**src/rtl/mc_control_unit.sv**
```systemverilog
// rtl/mc_control_unit.sv - multi-cycle RV32I control FSM
//
// Purpose: sequences each instruction through fetch, decode, execute, memory
// and writeback states, driving every datapath enable of a multi-cycle core,
// including the PC write enable and next-PC select. Raises a sticky halt on
// the terminating ECALL.
//
// Optional feature macro: MC_PERF_CNT_EN (adds cycle_count / instr_count).
//
// Ports:
//   clk         rising-edge clock
//   reset       asynchronous active-low reset
//   opcode      IR[6:0], stable from decode onward
//   bcond       ALU branch-condition result
//   halt_cond   1 when x17 == 10
//   mem_ready   memory access completes this cycle
//   pc_update   PC write enable
//   pc_source   next PC: 0 = live ALU result, 1 = ALUOut register
//   i_or_d      memory address: 0 = PC, 1 = ALUOut
//   mem_read    memory read request
//   mem_write   memory write request
//   ir_write    IR load enable
//   reg_write   register-file write enable
//   wb_sel      writeback data: 00 = ALUOut, 01 = MDR, 10 = live ALU result
//   alu_src_a   ALU A: 0 = PC, 1 = register A
//   alu_src_b   ALU B: 00 = register B, 01 = constant 4, 10 = immediate
//   alu_op      00 = add, 01 = branch compare, 10 = funct-decoded
//   is_halted   core halted (sticky until reset)
//   cycle_count (MC_PERF_CNT_EN) cycles spent while not halted
//   instr_count (MC_PERF_CNT_EN) retired instructions

module mc_control_unit #(
  parameter int OPC_W = 7
) (
  input  logic             clk,
  input  logic             reset,
  input  logic [OPC_W-1:0] opcode,
  input  logic             bcond,
  input  logic             halt_cond,
  input  logic             mem_ready,
  output logic             pc_update,
  output logic             pc_source,
  output logic             i_or_d,
  output logic             mem_read,
  output logic             mem_write,
  output logic             ir_write,
  output logic             reg_write,
  output logic [1:0]       wb_sel,
  output logic             alu_src_a,
  output logic [1:0]       alu_src_b,
  output logic [1:0]       alu_op,
  output logic             is_halted
`ifdef MC_PERF_CNT_EN
  ,
  output logic [31:0]      cycle_count,
  output logic [31:0]      instr_count
`endif
);

  localparam logic [OPC_W-1:0] OPC_R     = OPC_W'(7'b0110011);
  localparam logic [OPC_W-1:0] OPC_I     = OPC_W'(7'b0010011);
  localparam logic [OPC_W-1:0] OPC_LOAD  = OPC_W'(7'b0000011);
  localparam logic [OPC_W-1:0] OPC_STORE = OPC_W'(7'b0100011);
  localparam logic [OPC_W-1:0] OPC_BR    = OPC_W'(7'b1100011);
  localparam logic [OPC_W-1:0] OPC_JAL   = OPC_W'(7'b1101111);
  localparam logic [OPC_W-1:0] OPC_JALR  = OPC_W'(7'b1100111);
  localparam logic [OPC_W-1:0] OPC_SYS   = OPC_W'(7'b1110011);

  typedef enum logic [3:0] {
    S_IF      = 4'd0,
    S_ID      = 4'd1,
    S_EX_R    = 4'd2,
    S_WB_R    = 4'd3,
    S_EX_ADDR = 4'd4,
    S_MEM_RD  = 4'd5,
    S_WB_LD   = 4'd6,
    S_MEM_WR  = 4'd7,
    S_EX_BR   = 4'd8,
    S_PC_INC  = 4'd9,
    S_JAL     = 4'd10,
    S_JALR1   = 4'd11,
    S_JALR2   = 4'd12,
    S_HALT    = 4'd13
  } state_t;

  state_t state, state_n;

  // Ungated versions of the enables that reset must force low.
  logic pc_update_c, mem_read_c, mem_write_c, ir_write_c, reg_write_c, halted_c;

  always_ff @(posedge clk or negedge reset) begin
    if (!reset) begin
      state <= S_IF;
    end else begin
      state <= state_n;
    end
  end

  always_comb begin
    state_n     = state;
    pc_update_c = 1'b0;
    pc_source   = 1'b0;
    i_or_d      = 1'b0;
    mem_read_c  = 1'b0;
    mem_write_c = 1'b0;
    ir_write_c  = 1'b0;
    reg_write_c = 1'b0;
    wb_sel      = 2'b00;
    alu_src_a   = 1'b0;
    alu_src_b   = 2'b00;
    alu_op      = 2'b00;
    halted_c    = 1'b0;

    case (state)
      S_IF: begin
        mem_read_c = 1'b1;
        ir_write_c = mem_ready;
        if (mem_ready) state_n = S_ID;
      end

      S_ID: begin
        // Branch/JAL target PC+imm is precomputed here and lands in ALUOut.
        alu_src_b = 2'b10;
        case (opcode)
          OPC_R, OPC_I:        state_n = S_EX_R;
          OPC_LOAD, OPC_STORE: state_n = S_EX_ADDR;
          OPC_BR:              state_n = S_EX_BR;
          OPC_JAL:             state_n = S_JAL;
          OPC_JALR:            state_n = S_JALR1;
          OPC_SYS:             state_n = halt_cond ? S_HALT : S_PC_INC;
          default:             state_n = S_PC_INC;
        endcase
      end

      S_EX_R: begin
        alu_src_a = 1'b1;
        alu_op    = 2'b10;
        alu_src_b = (opcode == OPC_R) ? 2'b00 : 2'b10;
        state_n   = S_WB_R;
      end

      S_WB_R, S_WB_LD: begin
        reg_write_c = 1'b1;
        wb_sel      = (state == S_WB_LD) ? 2'b01 : 2'b00;
        alu_src_b   = 2'b01;
        pc_update_c = 1'b1;
        state_n     = S_IF;
      end

      S_EX_ADDR: begin
        alu_src_a = 1'b1;
        alu_src_b = 2'b10;
        state_n   = (opcode == OPC_LOAD) ? S_MEM_RD : S_MEM_WR;
      end

      S_MEM_RD: begin
        mem_read_c = 1'b1;
        i_or_d     = 1'b1;
        if (mem_ready) state_n = S_WB_LD;
      end

      S_MEM_WR: begin
        // The store retires in the cycle memory accepts it, so PC+4 is
        // written straight from the live ALU result.
        mem_write_c = 1'b1;
        i_or_d      = 1'b1;
        alu_src_b   = 2'b01;
        pc_update_c = mem_ready;
        if (mem_ready) state_n = S_IF;
      end

      S_EX_BR: begin
        alu_src_a = 1'b1;
        alu_op    = 2'b01;
        if (bcond) begin
          pc_source   = 1'b1;
          pc_update_c = 1'b1;
          state_n     = S_IF;
        end else begin
          state_n = S_PC_INC;
        end
      end

      S_PC_INC: begin
        alu_src_b   = 2'b01;
        pc_update_c = 1'b1;
        state_n     = S_IF;
      end

      S_JAL: begin
        alu_src_b   = 2'b01;
        reg_write_c = 1'b1;
        wb_sel      = 2'b10;
        pc_source   = 1'b1;
        pc_update_c = 1'b1;
        state_n     = S_IF;
      end

      S_JALR1: begin
        // Link first; register A was latched in ID so rd == rs1 is safe.
        alu_src_b   = 2'b01;
        reg_write_c = 1'b1;
        wb_sel      = 2'b10;
        state_n     = S_JALR2;
      end

      S_JALR2: begin
        alu_src_a   = 1'b1;
        alu_src_b   = 2'b10;
        pc_update_c = 1'b1;
        state_n     = S_IF;
      end

      S_HALT: begin
        halted_c = 1'b1;
        state_n  = S_HALT;
      end

      default: begin
        state_n = S_IF;
      end
    endcase
  end

  // Reset is asynchronous, so the side-effecting enables are masked
  // combinationally to abort any write in the cycle reset arrives.
  assign pc_update = pc_update_c & reset;
  assign mem_read  = mem_read_c  & reset;
  assign mem_write = mem_write_c & reset;
  assign ir_write  = ir_write_c  & reset;
  assign reg_write = reg_write_c & reset;
  assign is_halted = halted_c    & reset;

`ifdef MC_PERF_CNT_EN
  always_ff @(posedge clk or negedge reset) begin
    if (!reset) begin
      cycle_count <= 32'd0;
      instr_count <= 32'd0;
    end else if (state != S_HALT) begin
      cycle_count <= cycle_count + 32'd1;
      if (pc_update_c) instr_count <= instr_count + 32'd1;
    end
  end
`endif

endmodule

```
**config.mk**
```make
export PLATFORM = sky130hd
export DESIGN_NAME = mc_control_unit
export DESIGN_NICKNAME = d
export VERILOG_FILES = /design/src/rtl/mc_control_unit.sv
export SDC_FILE = /design/constraint.sdc
export NUM_CORES = 1
export LEC_CHECK = 0
export ABC_AREA = 1
export CAP_MARGIN = 20
export CORE_MARGIN = 4
export CORE_UTILIZATION = 40
export DETAILED_ROUTE_END_ITERATION = 7
export GPL_ROUTABILITY_DRIVEN = 0
export GPL_TIMING_DRIVEN = 0
export PLACE_DENSITY = 0.9
export REMOVE_ABC_BUFFERS = 1
export SETUP_SLACK_MARGIN = 0.5
export SYNTH_ARGS = -nofsm -noshare
export SYNTH_HDL_FRONTEND = slang
export SYNTH_SLANG_ARGS = --single-unit
```
**constraint.sdc**
```tcl
create_clock -name clk -period 1.95 [get_ports clk]
set_input_delay 0.4875 -clock clk [delete_from_list [all_inputs] [get_ports clk]]
set_output_delay 0.4875 -clock clk [all_outputs]
set_load 0.02 [all_outputs]
```
==> flow_summary.ini <==
[layout]
top_register = state
multi_input_area_um2 = 577
diodes = 0
synthToLayoutAreaGrowth_pct = 115
largest_register_ffs = 4
regArea_um2 = 105
drive_gt1_share_pct = 56.6
fillers = 41
top_regs = state (4)
final_net_count = 187

[floorplan]
die_area_um2 = 2150
initial_core_util_pct = 43.7
pin_count = 27
die_x_um = 46.4
rows = 13
die_h_um = 46.4
core-area_um2 = 1350

[power]
internal_power_mw = 0.851
pwr-share-seq_pct = 13.6
p_switching_mw = 1.09
power.share.clock_pct = 5.6
power_frac_comb_pct = 80.7
swShare_pct = 56.1
powerDensity_nw_per_um2 = 1530
irDropWorstVdd_mv = 0.995
leakagePower_nw = 0.698

[clock_tree]
cts_tree = done
cts.clk_slew.worst_paths_ns = 0.05
cts_buffers = 3
cts-root-buf = clkbuf_4
cts_max_path_buffers = 2
cts_sinks = 4
clk_latency_ns = 0.25
hold_buffers = 0
htree_levels = 1

[global_routing]
antenna_found_initial = 0
track_usage_pct = 25.6
grt_pass1_wl_um = 3930
grt.overflow.total = 0
grt_max_degree = 8
grt_pass1_vias = 921

[run_status]
failed_checks = negative setup slack
status = finished, violations left

[sta]
fin_crit_ns = 2.22
relSlewSlack_pct = 78.4
final_max_slew_viol_count = 0
skew_ns = 0.0135
fmax_mhz = 450
post-route-period-util_pct = 114
worstMarginPinSlew_ns = 0.324
fin_ws_ns = -0.272
rsz0062_at_grt = yes
whs_ns = 0.152
setup_violations = 5
hold_violations = 0

[synth]
synth_area_leaders = nand2_1 (29%), dfrtp_1 (17%), nor2_1 (16%)
synth.distinct_cells = 13
synth_top_cell_by_area = nand2_1
synth_seq_cells = 4
syn_area_um2 = 589
yosysSeqAreaShare_pct = 17.0
netlist.area_leader.share_pct = 28.7
avgSynthCellArea_um2 = 4.83
syn_inst = 122
yosys_warnings = 0

[detailed_routing]
vias = 1097
wl_met1_um = 1240
first_pass_iters = 4
route.met2.wl_um = 1640
top_layer_used = met4
routed_wl_um = 3500
drcViolationCount = 0
dr_wl_met3_um = 403
wl_per_cell_um = 18.6
drtAntennaViolNets = 0
vias_per_cell = 5.84
drt_iter0_markers = 57

[setup_path]
startpoint_type = flip-flop
cp.arrival_ns = 1.73
crit_type = reg2out
crit_start = state[2]$_DFFE_PN0P_
cp.required_ns = 1.46
cp_max_fo = 6
cp-end-kind = output pin
rr_startpoint = state[0]$_DFFE_PN0P_

[place]
place.port_buffers = 26
preCtsSetupSlack_ns = -0.678
dp_hpwl_um = 1470

[min_path]
hold_class = in2async

[job]
drv_cap = 0
-- kinds of logic (layout without fill, tap and decap cells) --
group                  after synthesis  after routing  synth area share [%]
AO/OA/AOI/OAI                       12             12                  11.5
buffers and inverters               23             74                  14.6
AND/OR/NAND/NOR                     83             83                  56.9
flip-flops                           4              4                  17.0
-- repair_timing --
action / CTS / global route
resized for setup: 145 / 50
setup buffers: 10 / 12
endpoints found under the setup margin: 19 / 19
endpoints found under the hold margin: 0 / 0
pin swaps: 12 / 14
-- cell usage after synthesis --
cell / n
a21boi_0: 1
a21oi_1: 3
dfrtp_1: 4
inv_1: 23
nand2_1: 45
nand3_1: 6
nand3b_1: 1
nor2_1: 25
nor3_1: 5
nor3_2: 1
o211ai_1: 1
o21ai_0: 6
o21bai_1: 1
-- placed cells by master, fill, tap and decap left out, drive strengths merged --
cell            n
dfrtp           4
dlygate4sd2     3
a21boi          1
nand3           6
inv            23
o211ai          1
clkdlybuf4s50   2
o21bai          1
nand3b          1
nor2           25
o21ai           6
clkbuf          4
a21oi           3
clkdlybuf4s15   1
nand2          45
buf            41
nor3            6
-- worst max-delay path, cell delays in order (launching register included) --
cell	delay, ns
dfrtp_2	0.48
inv_2	0.11
nor2_4	0.06
nand2_2	0.10
o21ai_2	0.07
nor3_2	0.15
nand2_1	0.10
o21ai_1	0.18
inv_1	0.10
buf_6	0.14
-- worst paths after layout --
check                      slack [ns]              endpoint  cells past startpoint
setup reg to reg                 0.27  state[2]$_DFFE_PN0P_                     10
hold reg to reg                  0.72  state[0]$_DFFE_PN0P_                      2
setup / recovery                -0.27             pc_update                      9
hold / removal                   0.15  state[0]$_DFFE_PN0P_                      1
min in group clk                 0.72  state[0]$_DFFE_PN0P_                      2
max in group asynchronous        1.61  state[2]$_DFFE_PN0P_                      1
-- routing by layer --
layer	global-route usage (%)	vias to the layer above
li1	-	478
met1	30.4	492
met2	41.8	96
met3	7.81	31
met4	11.4	0
met5	0	-
-- power groups by stage --
stage	clock network, mW	registers (mW)	logic, mW
after floorplan	0	0.173	0.583
after global placement	0	0.187	0.910
after detailed placement	0	0.189	0.926
after CTS	0.106	0.219	1.04
after global routing	0.120	0.263	1.66
final	0.109	0.264	1.57
-- per-stage QoR --
| step | std cells | TNS, ns | total power, mW | utilization [%] | area (um^2) |
|---|---|---|---|---|---|
| 6_report | 188 | -0.529 | 1.94 | 94.0 | 1270 |
| 2_1_floorplan | 122 | 0 | 0.756 | - | 589 |
| 5_1_grt | 188 | -0.926 | 2.04 | 94.0 | 1270 |
| 3_5_place_dp | 163 | -4.91 | 1.12 | 64.3 | 868 |
| 3_3_place_gp | 163 | -4.53 | 1.10 | 64.3 | 868 |
| 4_1_cts | 176 | -0.0706 | 1.36 | 78.3 | 1060 |
-- layout make-up --
class,instances,share of cell area [%]
multi-input cells,95,45.5
flip-flops and latches,4,8.28
well taps,15,1.48
inverters,23,7.59
repair buffers,48,35.4
clock buffers,3,1.78
No activity file was read; power rests on OpenSTA's default activity.
